--- src/rtl/alu_issue_stage.sv ---
// -----------------------------------------------------------------------------
// alu_issue_stage
//
// Issue stage in front of the 64-bit execute ALU. Decodes the main-decoder
// ALU op class, funct3 and funct7[5] into the 4-bit ALU control code, then
// registers the decoded payload onto a valid/ready handshake. A two-entry
// store (output register + skid register) lets execute stall without any
// combinational path from out_ready to in_ready.
//
// Optional feature macro: ALU_ISSUE_PERF_EN
//   When defined, adds three 32-bit saturating counters (perf_issued,
//   perf_stall, perf_illegal). When undefined they and their ports are absent.
//
// Ports:
//   clk, rst_n            clock (rising edge), async active-low reset
//   flush                 synchronous flush: empties the stage, drops input
//   in_valid / in_ready   upstream handshake (in_ready is registered)
//   alu_op                00 ld/st, 01 branch, 10 R-type, 11 I-type
//   funct3, funct7_5      instruction fields used by the decode
//   in_rs1, in_rs2, in_rd operands and destination index
//   out_valid / out_ready downstream handshake to the ALU
//   out_rs1, out_rs2, out_rd, out_ctrl, out_funct3, out_illegal
//                         registered payload presented to the ALU
//   perf_issued, perf_stall, perf_illegal  (ALU_ISSUE_PERF_EN only)
// -----------------------------------------------------------------------------
module alu_issue_stage #(
  parameter int XLEN = 64,
  parameter int RD_W = 5
) (
  input  logic            clk,
  input  logic            rst_n,
  input  logic            flush,
  input  logic            in_valid,
  output logic            in_ready,
  input  logic [1:0]      alu_op,
  input  logic [2:0]      funct3,
  input  logic            funct7_5,
  input  logic [XLEN-1:0] in_rs1,
  input  logic [XLEN-1:0] in_rs2,
  input  logic [RD_W-1:0] in_rd,
  output logic            out_valid,
  input  logic            out_ready,
  output logic [XLEN-1:0] out_rs1,
  output logic [XLEN-1:0] out_rs2,
  output logic [RD_W-1:0] out_rd,
  output logic [3:0]      out_ctrl,
  output logic [2:0]      out_funct3,
  output logic            out_illegal
`ifdef ALU_ISSUE_PERF_EN
  ,
  output logic [31:0]     perf_issued,
  output logic [31:0]     perf_stall,
  output logic [31:0]     perf_illegal
`endif
);

  localparam logic [3:0] CTRL_AND  = 4'b0000;
  localparam logic [3:0] CTRL_OR   = 4'b0001;
  localparam logic [3:0] CTRL_ADD  = 4'b0010;
  localparam logic [3:0] CTRL_XOR  = 4'b0011;
  localparam logic [3:0] CTRL_SLL  = 4'b0100;
  localparam logic [3:0] CTRL_SRL  = 4'b0101;
  localparam logic [3:0] CTRL_SUB  = 4'b0110;
  localparam logic [3:0] CTRL_SRA  = 4'b0111;
  localparam logic [3:0] CTRL_SLT  = 4'b1000;
  localparam logic [3:0] CTRL_SLTU = 4'b1001;
  localparam logic [3:0] CTRL_ILL  = 4'b1111;

  typedef enum logic [1:0] {
    EMPTY = 2'd0,
    ONE   = 2'd1,
    FULL  = 2'd2
  } state_t;

  typedef struct packed {
    logic [XLEN-1:0] rs1;
    logic [XLEN-1:0] rs2;
    logic [RD_W-1:0] rd;
    logic [3:0]      ctrl;
    logic [2:0]      funct3;
    logic            illegal;
  } payload_t;

  state_t   state;
  payload_t out_q;
  payload_t skid_q;
  payload_t in_payload;
  logic [3:0] dec_ctrl;
  logic       dec_illegal;
  logic       accept;
  logic       drain;

  // ---------------------------------------------------------------------------
  // Decode
  // ---------------------------------------------------------------------------
  // NOTE: every output of an always_comb gets a default on entry; a path that
  // skips an assignment would otherwise infer a latch.
  always_comb begin
    dec_ctrl    = CTRL_ADD;
    dec_illegal = 1'b0;
    unique case (alu_op)
      2'b00: dec_ctrl = CTRL_ADD;
      2'b01: begin
        case (funct3)
          3'b000, 3'b001: dec_ctrl = CTRL_SUB;
          3'b100, 3'b101: dec_ctrl = CTRL_SLT;
          3'b110, 3'b111: dec_ctrl = CTRL_SLTU;
          default:        dec_illegal = 1'b1;
        endcase
      end
      default: begin
        // R-type (10) and I-type (11) share the table; I-type has no SUB, so
        // its funct7_5 (an immediate bit) is ignored for funct3=000.
        case (funct3)
          3'b000:  dec_ctrl = (funct7_5 && !alu_op[0]) ? CTRL_SUB : CTRL_ADD;
          3'b001:  dec_ctrl = CTRL_SLL;
          3'b010:  dec_ctrl = CTRL_SLT;
          3'b011:  dec_ctrl = CTRL_SLTU;
          3'b100:  dec_ctrl = CTRL_XOR;
          3'b101:  dec_ctrl = funct7_5 ? CTRL_SRA : CTRL_SRL;
          3'b110:  dec_ctrl = CTRL_OR;
          default: dec_ctrl = CTRL_AND;
        endcase
        if (funct7_5 && (funct3 != 3'b000) && (funct3 != 3'b101)) begin
          dec_illegal = 1'b1;
        end
      end
    endcase
    if (dec_illegal) begin
      dec_ctrl = CTRL_ILL;
    end
  end

  always_comb begin
    in_payload.rs1     = in_rs1;
    in_payload.rs2     = in_rs2;
    in_payload.rd      = in_rd;
    in_payload.ctrl    = dec_ctrl;
    in_payload.funct3  = funct3;
    in_payload.illegal = dec_illegal;
  end

  // ---------------------------------------------------------------------------
  // Output register + skid register
  // ---------------------------------------------------------------------------
  // A flush drops the incoming beat; an output beat on the same edge still
  // counts as delivered because the ALU sampled it.
  assign accept = in_valid && in_ready && !flush;
  assign drain  = out_valid && out_ready;

  // NOTE: state uses non-blocking assignments so every flop samples the
  // pre-edge values; the payload registers are reset only to keep traces
  // X-free, the handshake logic never depends on their contents.
  always_ff @(posedge clk or negedge rst_n) begin
    if (!rst_n) begin
      state     <= EMPTY;
      in_ready  <= 1'b1;
      out_valid <= 1'b0;
      out_q     <= '0;
      skid_q    <= '0;
    end else if (flush) begin
      state     <= EMPTY;
      in_ready  <= 1'b1;
      out_valid <= 1'b0;
    end else begin
      case (state)
        EMPTY: begin
          if (accept) begin
            out_q     <= in_payload;
            out_valid <= 1'b1;
            state     <= ONE;
          end
        end
        ONE: begin
          if (accept && drain) begin
            out_q <= in_payload;
          end else if (accept) begin
            skid_q   <= in_payload;
            in_ready <= 1'b0;
            state    <= FULL;
          end else if (drain) begin
            out_valid <= 1'b0;
            state     <= EMPTY;
          end
        end
        FULL: begin
          // in_ready is low here, so no new beat can arrive alongside.
          if (drain) begin
            out_q    <= skid_q;
            in_ready <= 1'b1;
            state    <= ONE;
          end
        end
        default: begin
          state     <= EMPTY;
          in_ready  <= 1'b1;
          out_valid <= 1'b0;
        end
      endcase
    end
  end

  assign out_rs1     = out_q.rs1;
  assign out_rs2     = out_q.rs2;
  assign out_rd      = out_q.rd;
  assign out_ctrl    = out_q.ctrl;
  assign out_funct3  = out_q.funct3;
  assign out_illegal = out_q.illegal;

`ifdef ALU_ISSUE_PERF_EN
  // ---------------------------------------------------------------------------
  // Saturating performance counters (not cleared by flush)
  // ---------------------------------------------------------------------------
  always_ff @(posedge clk or negedge rst_n) begin
    if (!rst_n) begin
      perf_issued  <= '0;
      perf_stall   <= '0;
      perf_illegal <= '0;
    end else begin
      if (drain && (perf_issued != '1)) begin
        perf_issued <= perf_issued + 32'd1;
      end
      if (out_valid && !out_ready && (perf_stall != '1)) begin
        perf_stall <= perf_stall + 32'd1;
      end
      if (drain && out_q.illegal && (perf_illegal != '1)) begin
        perf_illegal <= perf_illegal + 32'd1;
      end
    end
  end
`endif

endmodule

--- config.mk ---
export PLATFORM = sky130hd
export DESIGN_NAME = alu_issue_stage
export DESIGN_NICKNAME = d
export VERILOG_FILES = /design/src/rtl/alu_issue_stage.sv
export SDC_FILE = /design/constraint.sdc
export NUM_CORES = 1
export LEC_CHECK = 0
export CAP_MARGIN = 5
export CORE_MARGIN = 4
export CORE_UTILIZATION = 54
export DETAILED_ROUTE_END_ITERATION = 6
export GPL_ROUTABILITY_DRIVEN = 0
export GPL_TIMING_DRIVEN = 0
export PLACE_DENSITY = 0.91
export SLEW_MARGIN = 30
export SYNTH_ARGS = -nofsm -noshare
export SYNTH_HDL_FRONTEND = slang
export SYNTH_SLANG_ARGS = --single-unit
--- constraint.sdc ---
create_clock -name clk -period 4.3 [get_ports clk]
set_input_delay 0.86 -clock clk [delete_from_list [all_inputs] [get_ports clk]]
set_output_delay 0.86 -clock clk [all_outputs]
set_load 0.01 [all_outputs]
==> flow_summary.ini <==
[timing]
grt_setup_unrepaired = no
final-setup-viol-count = 0
hold_ws_ns = 0.194
final.setup.tns_ns = 0
fmax_mhz = 393
period_needed_ns = 2.54
finalHoldViolCount = 0
timing.final.crit_share = 0.592
skew_ns = 0.00735
tightest_slew_ns = 0.514
slew_viol_final = 0
setup_slack_ns = 1.76
max_slew_margin = 0.658

[synth]
synth_warnings = 0
synth_most_common_cell = dfrtp_1
synth_top_flop_cell = dfrtp_1
synth_commonest_cells = dfrtp_1 (285), nand2_1 (283), nor2_1 (140)
yosysUniqueCellTypes = 37
ys_async_sr_fraction = 1.00
syn_nets = 1267
netlist_top_cells_area = dfrtp_1 (59%), mux2_2 (12%), nand2_1 (8.8%)
netlist_area_mm2 = 0.0120
ys_seq_area_frac = 0.595
synth_top_cell_by_area = dfrtp_1
avgSynthCellArea_um2 = 10.7
postSynthCellCount = 1123
synth_edf_count = 0
ys_ff_latch = 286
synth_top_area_frac = 0.593

[grt]
first_global_vias = 10620
grtUsageMet1 = 0.341
grt_use_total = 0.272
busiest_layer = met2
grt_use_met2 = 0.462
met3_usage = 0.0602
grt_antenna_before_repair = 0
grt-ovfl-total = 0
grt_max_degree = 90
grt_pass1_wl_mm = 54.2

[setup_path]
critPathLaunchType = flip-flop
worstReg2RegEnd = out_rs1[13]$_DFFE_PN0P_
reg2reg_depth = 7
r2r_setup_slack_ns = 2.25
worst-path-buf-inv = 1
critPathRequiredTime_ns = 3.44
r2r_start = state[0]$_DFFE_PN0P_
worstPathMaxFanout = 6
end_kind = output pin
critPathTopFamily = buffers and inverters
crit_type = flip-flop to output pin
critPathMaxStageDelay_ns = 0.58
worstPathArrival_ns = 1.68
slowest_stage = clkdlybuf4s50_1
crit_path_cell_trace = clkdlybuf4s50_1

[clocking]
clk_pin_slew_ns = 0.06
cts_tree = done
cts_buffers = 29
clk_path_buf_depth = 3
cts_resized = 0
htreeDepth = 1
holdBufCountCts = 0
insertion_delay_ns = 0.54
post_cts_buffers = 0
cts_sinks = 286
root_buffer = clkbuf_16

[floorplan]
chipWidth_um = 157
dieArea_mm2 = 0.0247
core_mm2 = 0.0219
num_rows = 54
start_util = 0.549
die_h_um = 157
io_pins = 287

[power_and_ir_drop]
power_density_mw_per_mm2 = 649
ir_worst_vdd_v = 0.000441
leakagePower_nw = 7.03

[cells_and_area]
nNetsFinal = 1584
fillers = 1426
fin_cells = 1740
syn_to_final_growth_pct = 35.0
drive_gt1_frac = 0.158
diodes = 0

[drt]
wl_mm = 34.0
drt_iter0_drc = 713
drc = 0
viasPerCell = 5.69
wire_per_inst_um = 19.5
ant_nets = 0
num_vias = 9902
firstDrtPassIters = 5

[outcome]
status = completed

[worst_hold_path]
hold_class = input port to async pin

[run]
max_cap_violations = 0

[placed_design]
dp_hpwl_mm = 23.6
placedCellCount = 1689
post-place-ws_ns = 1.41
portBuffers = 283
-- logic make-up (layout without fill, tap and decap cells) --
family          after synthesis  count (layout)  share of synthesized area
mux                         138             138                      0.129
simple gates                443             443                      0.143
flops                       286             286                      0.595
compound gates              171             171                     0.0910
buf+inv                      85             422                     0.0414
-- registers in the layout, indices dropped and copies added, names as in the netlist --
register,count
skid_q,141
state,2
out_ctrl,4
out_funct3,3
out_rs2,64
in_ready,1
out_valid,1
out_rs1,64
out_illegal,1
out_rd,5
-- power breakdown --
group	internal, mW	total [mW]	switching, mW
Clock	1.45	2.48	1.04
Combinational	1.95	3.42	1.47
Sequential	3.92	4.63	0.706
-- metrics by stage --
| stage | power, mW | util | instance area, µm² |
|---|---|---|---|
| 3_3_place_gp | 7.82 | 0.695 | 15200 |
| 2_1_floorplan | 6.15 | - | 12000 |
| 6_report | 10.5 | 0.741 | 16200 |
| 3_5_place_dp | 8.05 | 0.699 | 15300 |
| 5_1_grt | 11.1 | 0.741 | 16200 |
| 4_1_cts | 10.6 | 0.741 | 16200 |
-- placed cells by master (no fill, tap or decap), drive strengths merged, types with 6 or more instances in the layout --
master,netlist,routed
nand2,283,283
o21ai,6,6
clkinv,0,6
clkbuf,30,73
buf,53,57
a31oi,138,138
a21oi,7,7
dfrtp,285,285
mux2,137,137
nor2,140,140
clkdlybuf4s50,0,282
-- final cells by class --
| cell class | count | area, µm² | share of cell area |
|---|---|---|---|
| Sequential cell | 286 | 7160 | 0.441 |
| Clock buffer | 43 | 868 | 0.0535 |
| Clock inverter | 8 | 68.8 | 0.00424 |
| Inverter | 2 | 7.51 | 0.000463 |
| Buffer | 83 | 490 | 0.0302 |
| Multi-Input combinational cell | 752 | 4370 | 0.269 |
| Timing Repair Buffer | 286 | 2920 | 0.180 |
| Tap cell | 280 | 350 | 0.0216 |
-- worst max path at each step --
stage / start / slack (ns) / to / depth (start not counted)
5_1_grt: in_ready$_DFFE_PN1P_ / 1.71 / in_ready / 1
6_report: in_ready$_DFFE_PN1P_ / 1.76 / in_ready / 1
3_3_place_gp: rst_n / -9.45 / out_rs1[37]$_DFFE_PN0P_ / 1
3_5_place_dp: flush / 1.41 / out_rs1[12]$_DFFE_PN0P_ / 7
2_1_floorplan: in_valid / 2.33 / skid_q[121]$_DFFE_PN0P_ / 5
4_1_cts: in_ready$_DFFE_PN1P_ / 1.73 / in_ready / 1
-- layer usage --
layer | vias up | wire length [µm]
met2 | 429 | 16900
met1 | 4908 | 12900
met4 | 0 | 1510
li1 | 4467 | -
met5 | - | 0
met3 | 98 | 2730
No activity file was read; power rests on OpenSTA's default activity.
